==> config.mk <==
export PLATFORM = sky130hd
export DESIGN_NAME = irq_timer
export DESIGN_NICKNAME = d
export VERILOG_FILES = /design/src/rtl/irq_timer.sv
export SDC_FILE = /design/constraint.sdc
export NUM_CORES = 1
export LEC_CHECK = 0
export BUFFER_PORTS_ARGS = -buffer_cell sky130_fd_sc_hd__buf_2
export CORE_ASPECT_RATIO = 0.5
export CORE_UTILIZATION = 35
export DETAILED_ROUTE_END_ITERATION = 12
export PLACE_DENSITY = 0.59
export SLEW_MARGIN = 10
export SYNTH_ARGS = -nofsm -noshare
export SYNTH_HDL_FRONTEND = slang
export SYNTH_SLANG_ARGS = --single-unit
==> constraint.sdc <==
create_clock -name clk -period 2.1 [get_ports clk]
set_input_delay 0.315 -clock clk [delete_from_list [all_inputs] [get_ports clk]]
set_output_delay 0.315 -clock clk [all_outputs]
set_load 0.02 [all_outputs]
==> src/rtl/irq_timer.sv <==
// irq_timer: memory-mapped 32-bit auto-reload timer with a level interrupt.
//   TH   0x40000000  reload value
//   TL   0x40000004  counter
//   TCON 0x40000008  [0] count enable, [1] interrupt enable, [2] overflow status
// Build option: define TIMER_PRESCALE_EN to add a 16-bit prescaler PRESC at 0x4000000C.
// Without it, every clk cycle is a count tick and 0x4000000C is unmapped.
module irq_timer (
  input  logic        clk,
  input  logic        reset,
  input  logic        MemRead,
  input  logic        MemWrite,
  input  logic [31:0] Address,
  input  logic [31:0] WriteData,
  output logic [31:0] ReadData,
  input  logic        Kernel,
  input  logic        IntAck,
  output logic        Interrupt
);

  localparam logic [31:0] AddrTh   = 32'h4000_0000;
  localparam logic [31:0] AddrTl   = 32'h4000_0004;
  localparam logic [31:0] AddrTcon = 32'h4000_0008;

  logic [31:0] thQ, thD;
  logic [31:0] tlQ, tlD;
  logic [2:0]  tconQ, tconD;
  logic        selTh, selTl, selTcon;
  logic        wrTh, wrTl, wrTcon;
  logic        tick, countTick, atMax, overflow;

  assign selTh   = (Address == AddrTh);
  assign selTl   = (Address == AddrTl);
  assign selTcon = (Address == AddrTcon);
  assign wrTh    = MemWrite & selTh;
  assign wrTl    = MemWrite & selTl;
  assign wrTcon  = MemWrite & selTcon;

`ifdef TIMER_PRESCALE_EN
  localparam logic [31:0] AddrPresc = 32'h4000_000C;

  logic [15:0] prescQ, divQ;
  logic        selPresc, wrPresc;

  assign selPresc = (Address == AddrPresc);
  assign wrPresc  = MemWrite & selPresc;
  // Tick on the divider's terminal count, giving one tick every PRESC+1 cycles.
  assign tick     = (divQ == prescQ);

  // Prescaler register and free-running divider; a PRESC write restarts the divider.
  always_ff @(posedge clk or negedge reset) begin
    if (!reset) begin
      prescQ <= '0;
      divQ   <= '0;
    end else if (wrPresc) begin
      prescQ <= WriteData[15:0];
      divQ   <= '0;
    end else if (tick) begin
      divQ   <= '0;
    end else begin
      divQ   <= divQ + 16'd1;
    end
  end
`else
  assign tick = 1'b1;
`endif

  assign countTick = tick & tconQ[0];
  assign atMax     = (tlQ == 32'hFFFF_FFFF);
  // A bus write to TL discards that cycle's tick entirely, including its overflow.
  assign overflow  = countTick & atMax & ~wrTl;

  // Combinational register read-back; unmapped or idle reads return zero.
  always_comb begin
    ReadData = '0;
    if (MemRead) begin
      if (selTh) begin
        ReadData = thQ;
      end else if (selTl) begin
        ReadData = tlQ;
      end else if (selTcon) begin
        ReadData = {29'd0, tconQ};
`ifdef TIMER_PRESCALE_EN
      end else if (selPresc) begin
        ReadData = {16'd0, prescQ};
`endif
      end
    end
  end

  // Next-state: bus writes beat counting; overflow beats any status clear.
  always_comb begin
    thD = wrTh ? WriteData : thQ;

    tlD = tlQ;
    if (wrTl) begin
      tlD = WriteData;
    end else if (countTick) begin
      tlD = atMax ? thQ : tlQ + 32'd1;
    end

    tconD = tconQ;
    if (wrTcon) begin
      tconD = WriteData[2:0];
    end else if (IntAck) begin
      tconD[2] = 1'b0;
    end
    if (overflow) begin
      tconD[2] = 1'b1;
    end
  end

  // Register state with immediate asynchronous clear.
  always_ff @(posedge clk or negedge reset) begin
    if (!reset) begin
      thQ   <= '0;
      tlQ   <= '0;
      tconQ <= '0;
    end else begin
      thQ   <= thD;
      tlQ   <= tlD;
      tconQ <= tconD;
    end
  end

  assign Interrupt = tconQ[1] & tconQ[2] & ~Kernel;

endmodule

==> impl_metrics.toml, run 1 <==
[setup_path]
worstPathCellList = "buf_8, nor4b_4, buf_4, nand4b_1, nor3_2, nand2_2, buf_12, nor2_1, buf_4"
max_stage_delay_ps = 300
crit_path_max_fanout = 17
crit_slowest_cell = "nor4b_4"
critical_path_arrival_ps = 1850
path_common_cell = "buf_4"
end_kind = "primary output"
required_ps = 1780
cp-start-kind = "input port"
crit_type = "input port to primary output"

[yosys]
syn_area_per_cell_um2 = 9.117
netlist_instances = 482
synth.top_cell.area_share_pct = 38.15
ys_top_cells_by_area = "dfrtp_1, mux2i_1, mux2_2, nor2_1, a21oi_1"
syn-num-nets = 553
ys_async_sr_fraction_pct = 100.0
yosys_most_used_dff = "dfrtp_1"
synth_enable_flop_cells = 0
synth_cell_types = 52
yosysMostFrequentCell = "dfrtp_1"
synth_area_um2 = 4394
ys_ff_latch = 67
synth_common_cells = "dfrtp_1, nor2_1, mux2i_1"
seq_area_frac_synth_pct = 38.15
ys_warn_count = 0
yosysTopAreaCell = "dfrtp_1"

[clock_network]
htreeDepth = 3
cts_tree = "done"
clock_latency_ps = 330
clockBufferDepth = 2
numCtsBuffers = 9
cts_root_buf = "clkbuf_16"
cts.clk_slew.worst_paths_ps = 50
hold_buffers = 0
clock-sinks = 67

[finish]
fin_nets = 711
final_layout_size_suffix_gt1_share_pct = 43.57
fin_util_pct = 52.30
antenna_cells = 0
syn_to_final_growth_pct = 43.02

[die]
core-area_um2 = 12020
die_y_um = 81.23
start_util_pct = 36.57
die_area_um2 = 13030
pin_count = 103
rows = 28
die_w_um = 160.5

[global_routing]
antenna_found_initial = 0
first_global_vias = 4018
track_usage_pct = 20.58
grt-ovfl-total = 0
grt_max_degree = 68
grt_pass1_wl_mm = 20.88

[power]
p_leak_nw = 2.862
vdd_ir_drop_max_mv = 0.3289
power_density_nw_per_um2 = 490.5

[routing]
first_pass_iters = 4
avgViaCountPerCell = 5.237
vias = 4242
wl_mm = 13.12
postRouteAntennaNets = 0
drt_iter0_drc = 244
drc = 0
routedWlPerCell_um = 16.20

[sta]
setup_ws_ps = -64.34
tightestPinTransition_ps = 459.8
hold_viol = 10
period_share_pct = 103.1
period_minus_slack_ps = 2164
grt_setup_unrepaired = "yes"
fmax_ghz = 0.4620
setup_viol = 25
relSlewSlack_pct = 69.31
skew_ps = 7.549
maxSlewViolCount = 0
whs_ps = -15.88

[placement]
portBuffers = 102
place.gp.congestion = 0.8106
dpl.hpwl_mm = 9.376

[status]
failed_checks = "negative hold slack, negative setup slack"
status = "complete, but fails checks"

[hold_path]
hold_class = "input port to async pin"

[run]
maxCapViolations = 0
kinds of logic (layout without fill, tap and decap cells):
| logic type | count (synthesis) | after routing | synth area share [%] |
|---|---|---|---|
| flops | 67 | 67 | 38.15 |
| mux | 76 | 76 | 18.34 |
| buf+inv | 39 | 202 | 4.869 |
| simple gates | 203 | 203 | 24.37 |
| compound gates | 89 | 89 | 12.59 |
| xor+xnor | 7 | 7 | 1.395 |
| fa+ha+maj | 1 | 1 | 0.2847 |
through the flow:
step                      setup WS [ps]  cell area, um^2  setup TNS (ps)  power [W]  cells
final                            -64.34             6285          -958.0   0.003083    810
after floorplan                  -43.38             4394          -433.8   0.001363    482
after CTS                        -19.51             6005          -103.3   0.003100    806
after global routing             -142.0             6285           -3368   0.003192    810
after detailed placement         -219.1             5552           -9066   0.001491    789
after global placement           -246.3             5552           -9875   0.001489    789
repair_timing:
item / CTS / global route
resized for setup: 34 / 74
setup buffers: 1 / 4
pin swaps: 4 / 13
gates cloned: 1 / 0
setup endpoints to repair: 29 / 42
hold endpoints to repair: 0 / 0
layout by cell type (no fill, tap or decap), types with 3 or more instances in the layout:
cell       instances
nand4_1            9
dfrtp_1           66
clkbuf_16          9
nand2_1           36
nor4_1            12
nor2_1            43
nor4_4             6
a21oi_1           29
a211oi_1           7
and2_1             4
xor2_1             4
nand3_1           20
buf_4             86
a21o_1            11
or2_2              4
buf_12             8
nor3_1             9
nand3_2            6
o211ai_1           3
nor2b_1            4
buf_6             18
and3_1             7
nor4_2             3
a31oi_1            9
xnor2_1            3
buf_2             66
o21ai_0           17
mux2_2            34
nor2_4             4
mux2i_1           40
nor3_2             4
and4_1             3
inv_1              7
nor2_2            14
registers in the layout, indices dropped and copies added (netlist names):
signal,cells
thQ,32
tlQ,32
tconQ,3
final cells by class:
type / instances / area (um^2)
multi-input cells: 376 / 2710
repair buffers: 179 / 1354
inverters: 7 / 26.28
flip-flops and latches: 67 / 1678
clock inverters: 5 / 77.57
well taps: 165 / 206.4
clock buffers: 11 / 232.7
fillers: 1117 / 5732
metal layers:
metal | part of all wire, % | GRT usage, % | wire (um) | up-vias
li1 | - | - | - | 2089
met1 | 51 | 29.92 | 6704 | 2048
met2 | 43 | 31.69 | 5705 | 97
met3 | 4.9 | 4.086 | 643 | 8
met4 | 0.50 | 3.714 | 65 | 0
met5 | 0 | 0 | 0 | -
power breakdown:
part,internal [W],total (W),switching (W),leakage (nW)
Clock,0.00104,0.00160,0.000560,0.150
Sequential,0.00129,0.00129,0.0000000129,0.800
Combinational,0.0000889,0.000195,0.000107,1.91
Total,0.00242,0.00308,0.000667,2.86
path summary, 6_finish.rpt:
check	startpoint	end	slack (ps)	cells after the start
hold reg to reg	thQ[31]	thQ[31]	530	1
hold / removal	reset	tlQ[6]	-20	2
min in group clk	WriteData[6]	tlQ[6]	190	2
setup / recovery	Address[18]	ReadData[12]	-60	9
max in group asynchronous	reset	tlQ[19]	1780	2
setup reg to reg	tlQ[4]	tlQ[30]	110	8
worst max-delay path: cells and delay by family:
| family | cells | cell delay, ps |
|---|---|---|
| buffers and inverters | 4 | 590 |
| AND/OR/NAND/NOR | 5 | 920 |
Power figures use the tool's default switching activity.
==> run 2: changes to the inputs <==
Settings changed: REMOVE_ABC_BUFFERS set to 1.
==> impl_metrics.toml, run 2 (same netlist as run 1, synthesis figures left out) <==
[status]
status = "complete, but fails checks"
failed_checks = "negative setup slack"

[clock_network]
numCtsBuffers = 9
clock_latency_ps = 340
clock-sinks = 67
clockBufferDepth = 2
cts_root_buf = "clkbuf_16"
cts_tree = "done"
cts.clk_slew.worst_paths_ps = 50
htreeDepth = 3

[power]
p_leak_nw = 2.921
swShare_pct = 23.07
vdd_ir_drop_max_mv = 0.3591
p_seq_share_pct = 44.4
combPwrFrac_pct = 6.9
p_int_w = 0.002237
power_density_nw_per_um2 = 450.3
pwr-share-clk_pct = 48.6
p_switching_w = 0.0006708

[die]
die_area_um2 = 13030
core-area_um2 = 12020
start_util_pct = 36.57
die_y_um = 81.23
die_w_um = 160.5
rows = 28
pin_count = 103

[sta]
grt_setup_unrepaired = "yes"
relSlewSlack_pct = 67.13
maxSlewViolCount = 0
skew_ps = 5.823
setup_ws_ps = -20.50
hold_viol = 0
period_share_pct = 101.0
fmax_ghz = 0.4716
setup_viol = 11
period_minus_slack_ps = 2120
tightestPinTransition_ps = 493.0
tns_ps = -90.78

[global_routing]
gr-max-usage-layer = "met2"
track_usage_pct = 20.03
use_met1_pct = 27.53
grt_use_met2_pct = 31.60
grtUsageMet3_pct = 4.801
grt_max_degree = 48
antenna_found_initial = 0
grt_pass1_wl_mm = 20.27
grt-ovfl-total = 0
first_global_vias = 3931

[setup_path]
r2r_setup_slack_ps = 70
r2r_cells = 7
crit_path_max_fanout = 7
r2r-start = "tlQ[8]"
max_stage_delay_ps = 360
end_kind = "primary output"
r2r-end = "tlQ[29]"
cp-start-kind = "input port"
worstPathCellList = "buf_2, nor4_2, nand4b_1, nor3_4, nand2_4, clkbuf_16, nor2_4, buf_6"
crit_slowest_cell = "nor4_2"
cp-startpoint = "Address[22]"
critical_path_arrival_ps = 1810
required_ps = 1780
endpoint = "ReadData[4]"
crit_type = "input port to primary output"

[run]
maxCapViolations = 0

[finish]
fin_nets = 713
syn_to_final_growth_pct = 46.98
final_layout_size_suffix_gt1_share_pct = 44.05
final_common_cell = "buf_4"
fin_area_um2 = 6459
layout_common_cells = "buf_4, buf_2, dfrtp_1"
final_cells = 812
reg_top3 = "thQ (32), tlQ (32), tconQ (3)"
antenna_cells = 0

[placement]
dpl.hpwl_mm = 9.277
dp.cells = 783
placed_cell_area_um2 = 5494
portBuffers = 102
dp_slack_ps = -251.1
place.gp.congestion = 0.8185

[routing]
wl_mm = 13.72
routedWlPerCell_um = 16.89
drc = 0
drt_iter0_drc = 235
postRouteAntennaNets = 0
first_pass_iters = 4
vias = 4311
avgViaCountPerCell = 5.309

[hold_path]
hold_class = "input port to register"
-- run 2: area by class of cell --
class / instances / area, um^2
clock buffers: 11 / 252.7
clock inverters: 5 / 27.53
fillers: 1114 / 5558
inverters: 7 / 26.28
multi-input cells: 376 / 2806
flip-flops and latches: 67 / 1677
well taps: 165 / 206.4
repair buffers: 181 / 1463
-- run 2: worst min path at each step --
stage	start	endpoint	slack (ps)	depth (start not counted)
after CTS	WriteData[26]	tlQ[26]	180	2
after floorplan	reset	tconQ[0]	20	0
after global placement	reset	tlQ[8]	310	1
after detailed placement	reset	tlQ[8]	310	1
after global routing	WriteData[18]	tlQ[18]	190	2
final	WriteData[26]	tlQ[26]	190	2
-- run 2: worst max-delay path, delay by kind of cell --
family        cells  cell delay [ps]
simple gates      5             1040
buf+inv           3              450
-- run 2: metal layers --
| layer | part of all wire, % | wire, um |
|---|---|---|
| met3 | 5.3 | 726 |
| met5 | 0 | 0 |
| met1 | 50 | 6793 |
| met2 | 45 | 6114 |
| met4 | 0.60 | 82 |
-- run 2: metrics by stage --
| stage | hold WS (ps) | power [W] | utilization [%] |
|---|---|---|---|
| 2_1_floorplan | 19.41 | 0.001349 | - |
| 3_3_place_gp | 305.3 | 0.001486 | 45.72 |
| 3_5_place_dp | 306.5 | 0.001488 | 45.72 |
| 4_1_cts | 183.4 | 0.002911 | 48.73 |
| 5_1_grt | 186.9 | 0.003018 | 53.75 |
| 6_report | 187.6 | 0.002908 | 53.75 |
-- run 2: what timing repair did --
item	4_1_cts	5_1_grt
endpoints found under the setup margin	29	55
gates cloned	0	4
setup buffers	2	6
gates resized for setup	15	120
hold buffers	1	0
pin swaps	2	25
hold endpoints to repair	20	0
-- run 2: power by group through the flow --
stage / sequential [W] / combinational (W) / clock [W]
floorplan: 0.00131 / 0.0000339 / 0
global placement: 0.00131 / 0.000172 / 0
detailed placement: 0.00131 / 0.000173 / 0
CTS: 0.00129 / 0.000181 / 0.00144
global route: 0.00129 / 0.000220 / 0.00151
finish: 0.00129 / 0.000202 / 0.00141
